**src/rtl/pixel_writer_if.sv**
```systemverilog
// Pixel-in / framebuffer-write bus for pixel_writer.
// slave = the writer itself; master = the upstream iterator plus memory side.
interface pixel_writer_if #(
   parameter int CORDW = 10,
   parameter int COLRW = 4,
   parameter int ADDRW = 19
);
   logic             oe;
   logic             in_drawing;
   logic [CORDW-1:0] in_x;
   logic [CORDW-1:0] in_y;
   logic [COLRW-1:0] in_colr;
   logic             mem_we;
   logic [ADDRW-1:0] mem_addr;
   logic [COLRW-1:0] mem_data;
   logic             mem_ready;

   modport master (
      input  oe, mem_we, mem_addr, mem_data,
      output in_drawing, in_x, in_y, in_colr, mem_ready
   );

   modport slave (
      output oe, mem_we, mem_addr, mem_data,
      input  in_drawing, in_x, in_y, in_colr, mem_ready
   );
endinterface

```
**src/rtl/pixel_writer.sv**
```systemverilog
// Clips incoming pixels to the visible area, converts (x,y) to a linear
// framebuffer address and queues the writes in a small FIFO toward memory.
module pixel_writer #(
   parameter int CORDW = 10,
   parameter int COLRW = 4,
   parameter int H_RES = 640,
   parameter int V_RES = 480,
   parameter int ADDRW = 19,
   parameter int DEPTH = 4
) (
   input  logic                 clk,
   input  logic                 rst_n,
   pixel_writer_if.slave        bus,
   output logic                 idle,
   output logic [15:0]          wr_cnt,
   output logic [15:0]          clip_cnt
);

   localparam int PTRW = $clog2(DEPTH);
   localparam int FULLW = CORDW + 32;
   localparam logic [PTRW:0] FULL = (PTRW + 1)'(DEPTH);

   logic [PTRW-1:0]  wptr;
   logic [PTRW-1:0]  rptr;
   logic [PTRW:0]    count;

   logic [ADDRW-1:0] addr_mem [DEPTH];
   logic [COLRW-1:0] colr_mem [DEPTH];

   logic             take_p0;
   logic             clip_p0;
   logic             vld_p0;
   logic             pop;
   logic [FULLW-1:0] addr_full_p0;
   logic [ADDRW-1:0] addr_p0;

   // Accept stage: oe depends only on the registered count.
   assign bus.oe  = (count < FULL);
   assign take_p0 = bus.in_drawing && bus.oe;
   assign clip_p0 = (32'(bus.in_x) >= 32'(H_RES)) || (32'(bus.in_y) >= 32'(V_RES));
   assign vld_p0  = take_p0 && !clip_p0;

   assign addr_full_p0 = FULLW'(bus.in_y) * FULLW'(H_RES) + FULLW'(bus.in_x);
   assign addr_p0      = addr_full_p0[ADDRW-1:0];

   // FIFO head drives the memory port.
   assign bus.mem_we   = (count != '0);
   assign bus.mem_addr = addr_mem[rptr];
   assign bus.mem_data = colr_mem[rptr];
   assign pop          = bus.mem_we && bus.mem_ready;

   assign idle = (count == '0) && !bus.in_drawing;

   always_ff @(posedge clk) begin
      if (vld_p0) begin
         addr_mem[wptr] <= addr_p0;
         colr_mem[wptr] <= bus.in_colr;
      end
   end

   always_ff @(posedge clk or negedge rst_n) begin
      if (!rst_n) begin
         wptr     <= '0;
         rptr     <= '0;
         count    <= '0;
         wr_cnt   <= '0;
         clip_cnt <= '0;
      end else begin
         if (vld_p0) wptr <= wptr + 1'b1;
         if (pop) begin
            rptr   <= rptr + 1'b1;
            wr_cnt <= wr_cnt + 16'd1;
         end
         if (take_p0 && clip_p0) clip_cnt <= clip_cnt + 16'd1;
         case ({vld_p0, pop})
            2'b10:   count <= count + 1'b1;
            2'b01:   count <= count - 1'b1;
            default: count <= count;
         endcase
      end
   end

endmodule

```
**src/flat_wrapper.sv**
```systemverilog
// flat-port wrapper written by rule: the top's interface ports become plain ports
module pixel_writer_flat 
#(
   parameter int CORDW = 10,
   parameter int COLRW = 4,
   parameter int H_RES = 640,
   parameter int V_RES = 480,
   parameter int ADDRW = 19,
   parameter int DEPTH = 4
)
  (clk, rst_n, idle, wr_cnt, clip_cnt, bus_oe, bus_mem_we, bus_mem_addr, bus_mem_data, bus_in_drawing, bus_in_x, bus_in_y, bus_in_colr, bus_mem_ready);
  pixel_writer_if #(.CORDW(CORDW), .COLRW(COLRW), .ADDRW(ADDRW)) bus_i ();
  input  logic clk;
  input  logic rst_n;
  output logic idle;
  output logic [15:0] wr_cnt;
  output logic [15:0] clip_cnt;
  output wire logic [$bits(bus_i.oe)-1:0] bus_oe;
  output wire logic [$bits(bus_i.mem_we)-1:0] bus_mem_we;
  output wire logic [$bits(bus_i.mem_addr)-1:0] bus_mem_addr;
  output wire logic [$bits(bus_i.mem_data)-1:0] bus_mem_data;
  input wire logic [$bits(bus_i.in_drawing)-1:0] bus_in_drawing;
  input wire logic [$bits(bus_i.in_x)-1:0] bus_in_x;
  input wire logic [$bits(bus_i.in_y)-1:0] bus_in_y;
  input wire logic [$bits(bus_i.in_colr)-1:0] bus_in_colr;
  input wire logic [$bits(bus_i.mem_ready)-1:0] bus_mem_ready;
  assign bus_oe = bus_i.oe;
  assign bus_mem_we = bus_i.mem_we;
  assign bus_mem_addr = bus_i.mem_addr;
  assign bus_mem_data = bus_i.mem_data;
  assign bus_i.in_drawing = bus_in_drawing;
  assign bus_i.in_x = bus_in_x;
  assign bus_i.in_y = bus_in_y;
  assign bus_i.in_colr = bus_in_colr;
  assign bus_i.mem_ready = bus_mem_ready;
  pixel_writer #(.CORDW(CORDW), .COLRW(COLRW), .H_RES(H_RES), .V_RES(V_RES), .ADDRW(ADDRW), .DEPTH(DEPTH)) u_core (.clk(clk), .rst_n(rst_n), .bus(bus_i), .idle(idle), .wr_cnt(wr_cnt), .clip_cnt(clip_cnt));
endmodule
```
**config.mk**
```make
export PLATFORM = sky130hd
export DESIGN_NAME = pixel_writer_flat
export DESIGN_NICKNAME = d
export VERILOG_FILES = /design/src/rtl/pixel_writer_if.sv /design/src/rtl/pixel_writer.sv /design/src/flat_wrapper.sv
export SDC_FILE = /design/constraint.sdc
export NUM_CORES = 1
export LEC_CHECK = 0
export BUFFER_PORTS_ARGS = -buffer_cell sky130_fd_sc_hd__buf_2
export CORE_MARGIN = 4
export CORE_UTILIZATION = 51
export DETAILED_ROUTE_END_ITERATION = 8
export PLACE_DENSITY = 0.74
export SYNTH_ARGS = -nofsm -noshare
export SYNTH_HDL_FRONTEND = slang
export SYNTH_SLANG_ARGS = --single-unit
```
**constraint.sdc**
```tcl
create_clock -name clk -period 2 [get_ports clk]
set_input_delay 0.4 -clock clk [delete_from_list [all_inputs] [get_ports clk]]
set_output_delay 0.4 -clock clk [all_outputs]
set_load 0.005 [all_outputs]
```
==> results.md, run 1 <==
* Die ar. at 13130 um2
* RePlAce Congestion at 0.7615
* Final antenna-violating net count at 0
* Pwr dens at 1224 nW/um2
* First-pass GRT wire length at 18130 um
* Area of the core at 10980 um2
* Syn_nets at 424
* # port buffers at 85
* Final Hold Fails at 0
* Syn avg cell area at 15.79 um2
* Pin count of the biggest net entering global routing at 25
* Cells after synthesis at 367
* Most frequent cells in the layout: edfxtp_1, buf_2, buf_4
* HPWL after detailed placement at 7703 um
* Tmin final at 2253 ps
* Worst EP required at 2140 ps
* Clk sinks at 131
* Worst Path Max Fanout at 4
* Yosys top cell by area: edfxtp_1
* Die height at 114.6 um
* Row count at 38
* Diode count at 0
* Worst Tran Pin Value at 472.2 ps
* Worst min path class: input port to register
* Commonest non-fill, non-tap cell in the layout: edfxtp_1
* GRT overflow at 0
* Initial Util at 52.76%
* Crit path from: bus_in_y[3]
* Share of the synthesized area in the top cell type at 47.68%
* Worst r2r src: u_core.count[2]
* GRT Total Usage at 18.39%
* Failing checks: negative setup slack
* Synthesized cell area at 5794 um2
* RSZ-0062 raised after global routing: yes
* Leak at 0.003233 uW
* Area Overhead vs Synth at 34.74%
* Fin Clk Skew at 6.856 ps
* Min-delay src: bus_in_x[5]
* Final period utilization at 112.7%
* DRT Wirelength at 11400 um
* Final setup vio count at 47
* Vias in the first global route at 3646
* CP endpoint kind: register
* Largest cells by area after synthesis: edfxtp_1, dfrtp_1, mux4_2, ha_1, xnor2_1
* Worst setup SP type: input port
* Final Instance Area at 7807 um2
* Max_slew headroom at 68.52%
* Seq/Total Area, Yosys at 64.52%
* Initial antenna violation count at 0
* Total CTS buffers at 17
* Pre-antenna DRT Iters at 4
* Outcome: complete, but fails checks
* Routed length per instance at 16.99 um
* Synth warnings at 0
* Fmax achieved at 0.4438 GHz
* Worst skew pair latency at 410 ps
* TritonCTS clock tree: done
* Unique masters post-synth at 37
* Kind of critical path: input port to register
* Slew Limit Fails at 0
* Via density at 5.216
* Clock-pin slew on the worst setup and hold paths at 60 ps
* DR vias at 3500
* DRC errors left at 0
* 1st-iter DRT viols at 106
* CTS root buf: clkbuf_16
* Placed inst area at 6865 um2
* Yosys reg bits at 131
* CTS max path bufs at 2
* Chip width at 114.6 um
* Peak supply drop at 0.0006956 V
* WP data arrival at 2390 ps
* Layout cell share with drive strength beyond 1 at 45.01%
* Max cap viols at 0
* Total Neg Setup Slack at -5406 ps
* Layout Nets at 576
* Io pins at 86
* Final worst slack at -253.0 ps
* CTS H-tree depth at 4
[cell usage after synthesis]
master     number
nor3_1          2
nand3_1         9
nand4_1         7
nand4_2         1
mux4_2         23
nand2_1        22
mux2_2          2
xnor2_1        31
or3_4           1
a41oi_1         1
nor2_1         22
nand2b_1        1
a311oi_1        1
a211oi_1        1
o21bai_1        1
fa_1            3
clkbuf_1        5
nor2b_1         1
o21ai_0        10
and4_1          1
xor2_1         19
a21oi_1         6
dfrtp_1        39
buf_2           2
o2bb2ai_1       1
and2_1          5
ha_1           26
inv_1          13
o21a_1          1
a21o_1          2
and3_4          2
nor3b_4         1
edfxtp_1       92
buf_6           1
and3_1         10
and2_4          1
nor4_1          1
[cells by family (layout without fill, tap and decap cells)]
| logic type | count (synthesis) | count (layout) | synth area share [%] |
|---|---|---|---|
| AOI/OAI and AO/OA | 24 | 24 | 2.483 |
| xor gates and xnor gates | 50 | 50 | 7.558 |
| adders and majority gates | 29 | 29 | 6.651 |
| buffers and inverters | 21 | 185 | 1.533 |
| DFF | 131 | 131 | 64.52 |
| muxes | 25 | 25 | 9.328 |
| and+or+nand+nor | 87 | 87 | 7.925 |
[path summary, 6_finish.rpt]
check / endpoint / slack [ps] / cells after the start
worst min register to register: u_core.clip_cnt[15] / 460 / 1
worst max-delay path: u_core.addr_mem[1][18] / -250 / 10
min in group asynchronous: u_core.wr_cnt[13] / 500 / 2
max in group asynchronous: u_core.clip_cnt[14] / 970 / 3
worst min-delay path: u_core.addr_mem[2][5] / 200 / 1
worst max register to register: u_core.count[2] / 110 / 8
[flip-flops by register name (all words and copies together), names as in the netlist]
| name | flops |
|---|---|
| u_core.addr_mem | 76 |
| u_core.wptr | 2 |
| u_core.count | 3 |
| u_core.clip_cnt | 16 |
| u_core.colr_mem | 16 |
| u_core.rptr | 2 |
| u_core.wr_cnt | 16 |
[layer usage]
| layer | up-vias | global-route usage, % | part of all wire, % | wire [um] |
|---|---|---|---|---|
| li1 | 1675 | - | - | - |
| met1 | 1718 | 21.36 | 40 | 4503 |
| met2 | 89 | 32.48 | 54 | 6185 |
| met3 | 18 | 4.968 | 4.2 | 482 |
| met4 | 0 | 6.968 | 2.0 | 226 |
| met5 | - | 0 | 0 | 0 |
[final cells by class]
class	count	area, um2
repair buffers	141	999.7
flip-flops and latches	131	3740
well taps	140	175.2
inverters	13	48.80
multi-input cells	215	2207
clock buffers	18	429.2
clock inverters	13	207.7
fillers	730	3176
[power by group]
group / switching, uW / leakage, uW / internal (uW) / total (uW)
logic: 1240 / 0.00159 / 1520 / 2760
clock network: 1090 / 0.000300 / 2200 / 3300
registers: 239 / 0.00134 / 3270 / 3500
total: 2570 / 0.00323 / 6990 / 9560
[per-stage QoR]
step           power [uW]  instances  hold slack, ps  util, %  setup slack (ps)
2_1_floorplan        4957        367           104.4        -            -402.9
3_3_place_gp         5939        634           377.6    62.51            -627.2
3_5_place_dp         6027        634           385.1    62.51            -732.7
4_1_cts              9500        667           191.8    69.37            -219.2
5_1_grt             10040        671           190.9    71.09            -331.6
6_report             9558        671           204.3    71.09            -253.0
[critical path: stages]
cell and delay, ps:
buf_8 100, ha_4 230, ha_4 170, fa_2 390, a211oi_4 270, o21a_1 200, buf_4 110, o2bb2ai_2 100
nor4_4 280, xnor2_2 130
[timing repair]
item,CTS,global route
endpoints found under the hold margin,20,0
buffers inserted,3,5
hold buffers,1,0
endpoints found under the setup margin,47,49
pin swaps,12,11
resized for setup,18,33
gates cloned,1,0
(Power assumes the default switching activity.)
==> run 2, diff against run 1 <==
ABC_AREA = 1   (was default)
CORE_MARGIN = default   (was 4)
CORE_UTILIZATION = 52   (was 51)
PLACE_DENSITY = 0.75   (was 0.74)
==> run 2 against run 1 <==
  * The run still ends with negative setup slack left
  * Fmax is 12% higher
  * Core utilization increased by 0.36 points
  * Synthesized cell count is 63% higher
  * Register-to-register slack better by 100 ps
  * Critical path depth fell by 5
  * First-iteration DRC count rose to 2.7 times the previous value
  * Count of clock-buffer cells in the layout grew 2
  * Clock power shrank 1%
  * Area after synthesis rose by 9.4%
  * Clock skew is essentially flat
  * Via count up 39%
  * Highest routed layer unchanged
==> results.md, run 2 <==
* RSZ-0062 raised after global routing: yes
* CP Buf/Inv Count at 3
* Crit-path slowest cell: dfrtp_2
* Syn avg cell area at 10.60 um2
* Worst EP required at 1600 ps
* Failing checks: negative setup slack
* Initial Util at 54.34%
* # port buffers at 85
* Commonest non-fill, non-tap cell in the layout: edfxtp_1
* Compound-Gate Fraction of Synth Area at 7.897%
* Register bank with the most flops: u_core.addr_mem
* Worst Path Max Fanout at 6
* Yosys top cell by area: edfxtp_1
* Post-synth top cells: edfxtp_1, nand2_1, nor2_1
* Area Overhead vs Synth at 31.49%
* Share of the synthesized area in the top cell type at 43.59%
* Seq/Total Area, Yosys at 58.99%
* GRT Total Usage at 22.89%
* Synthesized cell area at 6337 um2
* Post-Synth Adder-Cell Area at 6.081%
* Die ar. at 12630 um2
* CP endpoint kind: output port
* Most frequent cells in the layout: edfxtp_1, buf_2, nand2_1
* Slew Limit Fails at 0
* Crit path from: u_core.rptr[0]
* Register-to-register setup slack at 210 ps
* Cells after synthesis at 598
* Worst skew pair latency at 420 ps
* CP Cell Sequence: buf_6, clkbuf_16, nor2_2, o22ai_1, buf_2
* HPWL after detailed placement at 9077 um
* Pin count of the biggest net entering global routing at 48
* Kind of critical path: register to output port
* Worst r2r src: u_core.count[0]
* Chip width at 112.4 um
* RePlAce Congestion at 0.9119
* Pre-antenna DRT Iters at 7
* Peak supply drop at 0.0006655 V
* Pwr Total at 10750 uW
* Final Non-Filler Cells at 902
* Unique masters post-synth at 32
* Die height at 112.4 um
* Via density at 5.381
* Io pins at 86
* Largest family of logic cells by synthesized area: simple AND/OR/NAND/NOR gates
* WP data arrival at 1620 ps
* Fin Clk Skew at 6.751 ps
* Pwr dens at 1291 nW/um2
* Worst Setup EP: bus_mem_addr[14]
* DR vias at 4854
* CTS max path bufs at 2
* Multi-input logic area at 2546 um2
* Proportion of synthesized area in mux cells at 0%
* Largest cells by area after synthesis: edfxtp_1, dfrtp_1, nand2_1, ha_1, nor2_1
* Final Hold Fails at 0
* Critical path depth at 5
* Max cap viols at 0
* Worst setup SP type: register
* GRT overflow at 0
* Async set or reset register ratio after synthesis at 29.77%
* TritonCTS clock tree: done
* Critical path's largest stage delay at 500 ps
* 1st-iter DRT viols at 287
* CTS H-tree depth at 4
* Worst min path class: input port to asynchronous set/reset pin
* Max_slew headroom at 66.68%
* Vias in the first global route at 4757
* Final period utilization at 101.0%
* XOR/XNOR Fraction of Synth Area at 5.508%
* DRT Wirelength at 14570 um
* Hold Slack at 29.06 ps
* Ys flop type: edfxtp_1
* Top Family by Delay on Critical Path: flip-flops
* Final setup vio count at 5
* Outcome: complete, but fails checks
* Row count at 39
* Initial antenna violation count at 0
* Total CTS buffers at 17
* Clk sinks at 131
* Synth warnings at 0
* DRC errors left at 0
* Area of the core at 11660 um2
* Diode count at 0
* Total Neg Setup Slack at -48.16 ps
* Routed length per instance at 16.15 um
* Post-route core utilization at 71.45%
* CTS root buf: clkbuf_16
* Clock-pin slew on the worst setup and hold paths at 60 ps
* Top-count cell post-synth: edfxtp_1
* Final antenna-violating net count at 0
* Layout Nets at 803
* Largest register FFs at 76
* FF-to-FF path depth at 10
* Syn_nets at 655
* EDFF count, synth at 92
* Simple-gate portion of the synthesized area at 17.24%
* First-pass GRT wire length at 22290 um
* Tmin final at 2020 ps
* Fmax achieved at 0.4949 GHz
* Fillers at 825
* Yosys reg bits at 131
* Placed Instances at 857
* Seq. cell area at 3740 um2
* FF-to-FF End: u_core.count[2]
* Final worst slack at -20.44 ps
* Layout cell share with drive strength beyond 1 at 34.78%
* Leak at 0.003554 uW
* Worst Tran Pin Value at 499.9 ps
-- run 2: metal layers --
layer	global-route usage (%)	up-vias	wire length [um]
li1	-	2332	-
met1	27.50	2358	6157
met2	40.12	147	7530
met3	5.670	17	686
met4	8.178	0	195
met5	0	-	0
-- run 2: kinds of logic (layout without fill, tap and decap cells) --
family	after synthesis	after routing
simple gates	234	234
buf+inv	72	233
xor+xnor	39	39
fa+ha+maj	29	29
compound gates	93	93
flops	131	131
-- run 2: where the power goes --
group	switching, uW	internal (uW)
logic	2120	1710
registers	356	3310
clock network	1140	2120
-- run 2: final cells by class --
class                   count  area share [%]
clock inverters            12           2.162
well taps                 143           2.147
flip-flops and latches    131           44.88
multi-input cells         395           30.56
repair buffers            143           12.15
inverters                  57           2.658
repair inverters            1         0.09009
clock buffers              20           5.360
-- run 2: worst min-delay path by stage --
stage                                to  depth (start not counted)  slack, ps   from
floorplan            u_core.clip_cnt[0]                          0        100  rst_n
global placement    u_core.clip_cnt[12]                          2        480  rst_n
detailed placement  u_core.clip_cnt[12]                          2        480  rst_n
CTS                     u_core.count[1]                          2         40  rst_n
global route        u_core.clip_cnt[12]                          2         80  rst_n
finish              u_core.clip_cnt[12]                          2         30  rst_n
-- run 2: what timing repair did --
item / in CTS / in global routing
buffers inserted: 1 / 6
setup endpoints to repair: 31 / 46
hold buffers: 0 / 0
gates resized for setup: 7 / 90
cloned: 1 / 5
pin swaps: 5 / 18
-- run 2: per-stage QoR --
step	cell area (um2)	worst slack, ps
CTS	7959	-34.15
finish	8333	-20.44
detailed placement	7295	-477.9
floorplan	6367	-358.3
global placement	7295	-430.4
global route	8333	-92.18
==> run 3, diff against run 2 <==
SKIP_CTS_REPAIR_TIMING = 1   (was default)
==> run 3 against run 2 <==
  * The flow still finishes with violations (negative setup slack)
  * Worst hold slack hardly changed
  * Core utilization shrank 1.7 points
  * Count of clock-buffer cells in the layout is the same
  * Power down 3.4%
  * First-iteration DRC count grew 5.9%
  * Design area down 2.3%
  * Die area unchanged
  * Sequential cell count unchanged
  * Clock power is essentially flat
  * Fmax increased by 0.87%
  * Critical path type is now input port to register
  * Highest routed layer unchanged
==> results.md, run 3 (synthesis results as in run 2) <==
* Outcome: complete, but fails checks
* Failing checks: negative setup slack
* Worst min path class: input port to asynchronous set/reset pin
* Max_slew headroom at 66.81%
* CTS H-tree depth at 4
* GRT Total Usage at 22.77%
* Top Family by Delay on Critical Path: adder cells
* Kind of critical path: input port to register
* Hold Slack at 29.16 ps
* CP Cell Sequence: buf_8, ha_4, ha_4, fa_2, nand2_2, inv_2, nand4_1, nand2_1, nand3_2, nor2_2, nand2_1, nand2_1, nand2_2
* Pre-antenna DRT Iters at 5
* Worst skew pair latency at 420 ps
* Fmax achieved at 0.4992 GHz
* Worst Tran Pin Value at 497.8 ps
* RSZ-0062 raised after global routing: yes
* CTS root buf: clkbuf_16
* RePlAce Congestion at 0.9119
* Final setup vio count at 4
* Row count at 39
* Leak at 0.003491 uW
* Via density at 5.326
* First-pass GRT wire length at 22160 um
* DRT Wirelength at 13960 um
* Clk sinks at 131
* Final worst slack at -3.092 ps
* Post-route core utilization at 69.79%
* Vias in the first global route at 4712
* Worst Path Max Fanout at 4
* Io pins at 86
* # port buffers at 85
* Final Non-Filler Cells at 896
* Layout Nets at 797
* Final antenna-violating net count at 0
* Final period utilization at 100.2%
* Pwr dens at 1277 nW/um2
* Most used cell, CP: nand2_1
* HPWL after detailed placement at 9077 um
* Register bank with the most flops: u_core.addr_mem
* Die height at 112.4 um
* Chip width at 112.4 um
* Fillers at 855
* DR vias at 4772
* Die ar. at 12630 um2
* CP Buf/Inv Count at 2
* Peak supply drop at 0.0006862 V
* Seq. cell area at 3740 um2
* Crit-path slowest cell: fa_2
* Slew Limit Fails at 0
* Fin Clk Skew at 6.633 ps
* Max cap viols at 0
* Routed length per instance at 15.58 um
* Multi-input logic area at 2452 um2
* Worst setup SP type: input port
* CP endpoint kind: register
* Layout cell share with drive strength beyond 1 at 30.54%
* Initial Util at 54.34%
* Initial antenna violation count at 0
* DRC errors left at 0
* Clock-pin slew on the worst setup and hold paths at 50 ps
* Largest register FFs at 76
* Worst EP required at 2160 ps
* WP data arrival at 2170 ps
* CTS max path bufs at 2
* Total CTS buffers at 17
* Area Overhead vs Synth at 28.43%
* Placed Instances at 857
* Diode count at 0
* Critical path's largest stage delay at 540 ps
* TritonCTS clock tree: done
* Most frequent cells in the layout: edfxtp_1, nand2_1, buf_2
* 1st-iter DRT viols at 304
* Pin count of the biggest net entering global routing at 48
* Area of the core at 11660 um2
* Final Hold Fails at 0
* GRT overflow at 0
* Tmin final at 2003 ps
* Commonest non-fill, non-tap cell in the layout: edfxtp_1
## run 3: power breakdown
group / leakage (uW) / switching [uW] / internal, uW / total [uW]
combinational: 0.00187 / 1980 / 1510 / 3490
sequential: 0.00132 / 347 / 3310 / 3650
clock: 0.000294 / 1130 / 2120 / 3250
total: 0.00349 / 3460 / 6930 / 10400
## run 3: path summary, 6_finish.rpt
path / cells after the start / from / slack, ps / end
max: 13 / bus_in_y[3] / -3 / u_core.addr_mem[1][18]
min: 2 / rst_n / 30 / u_core.clip_cnt[12]
max reg2reg: 10 / u_core.count[0] / 210 / u_core.count[2]
min reg2reg: 1 / u_core.count[0] / 510 / u_core.count[0]
max in group asynchronous: 2 / rst_n / 1600 / u_core.rptr[0]
min in group clk: 1 / bus_in_colr[0] / 190 / u_core.colr_mem[2][0]
## run 3: metal layers
layer / vias up / part of all wire, % / track usage (%)
li1: 2322 / - / -
met1: 2293 / 43 / 27.72
met2: 143 / 51 / 39.46
met3: 14 / 4.4 / 5.670
met4: 0 / 1.3 / 8.178
met5: - / 0 / 0
## run 3: final cells by class
| class | count | share of cell area [%] |
|---|---|---|
| multi-input cells | 395 | 30.13 |
| clock inverters | 12 | 2.214 |
| repair buffers | 137 | 11.19 |
| repair inverters | 1 | 0.1384 |
| well taps | 143 | 2.198 |
| inverters | 57 | 2.690 |
| clock buffers | 20 | 5.488 |
| flip-flops and latches | 131 | 45.95 |
## run 3: through the flow
stage	power, uW	setup slack [ps]	setup TNS [ps]	area [um2]
after CTS	10050	-175.3	-2852	7921
after floorplan	5431	-358.3	-36680	6367
final	10390	-3.092	-10.03	8139
after global placement	6624	-430.4	-10610	7295
after global routing	10980	-91.07	-1083	8139
after detailed placement	6774	-477.9	-13560	7295
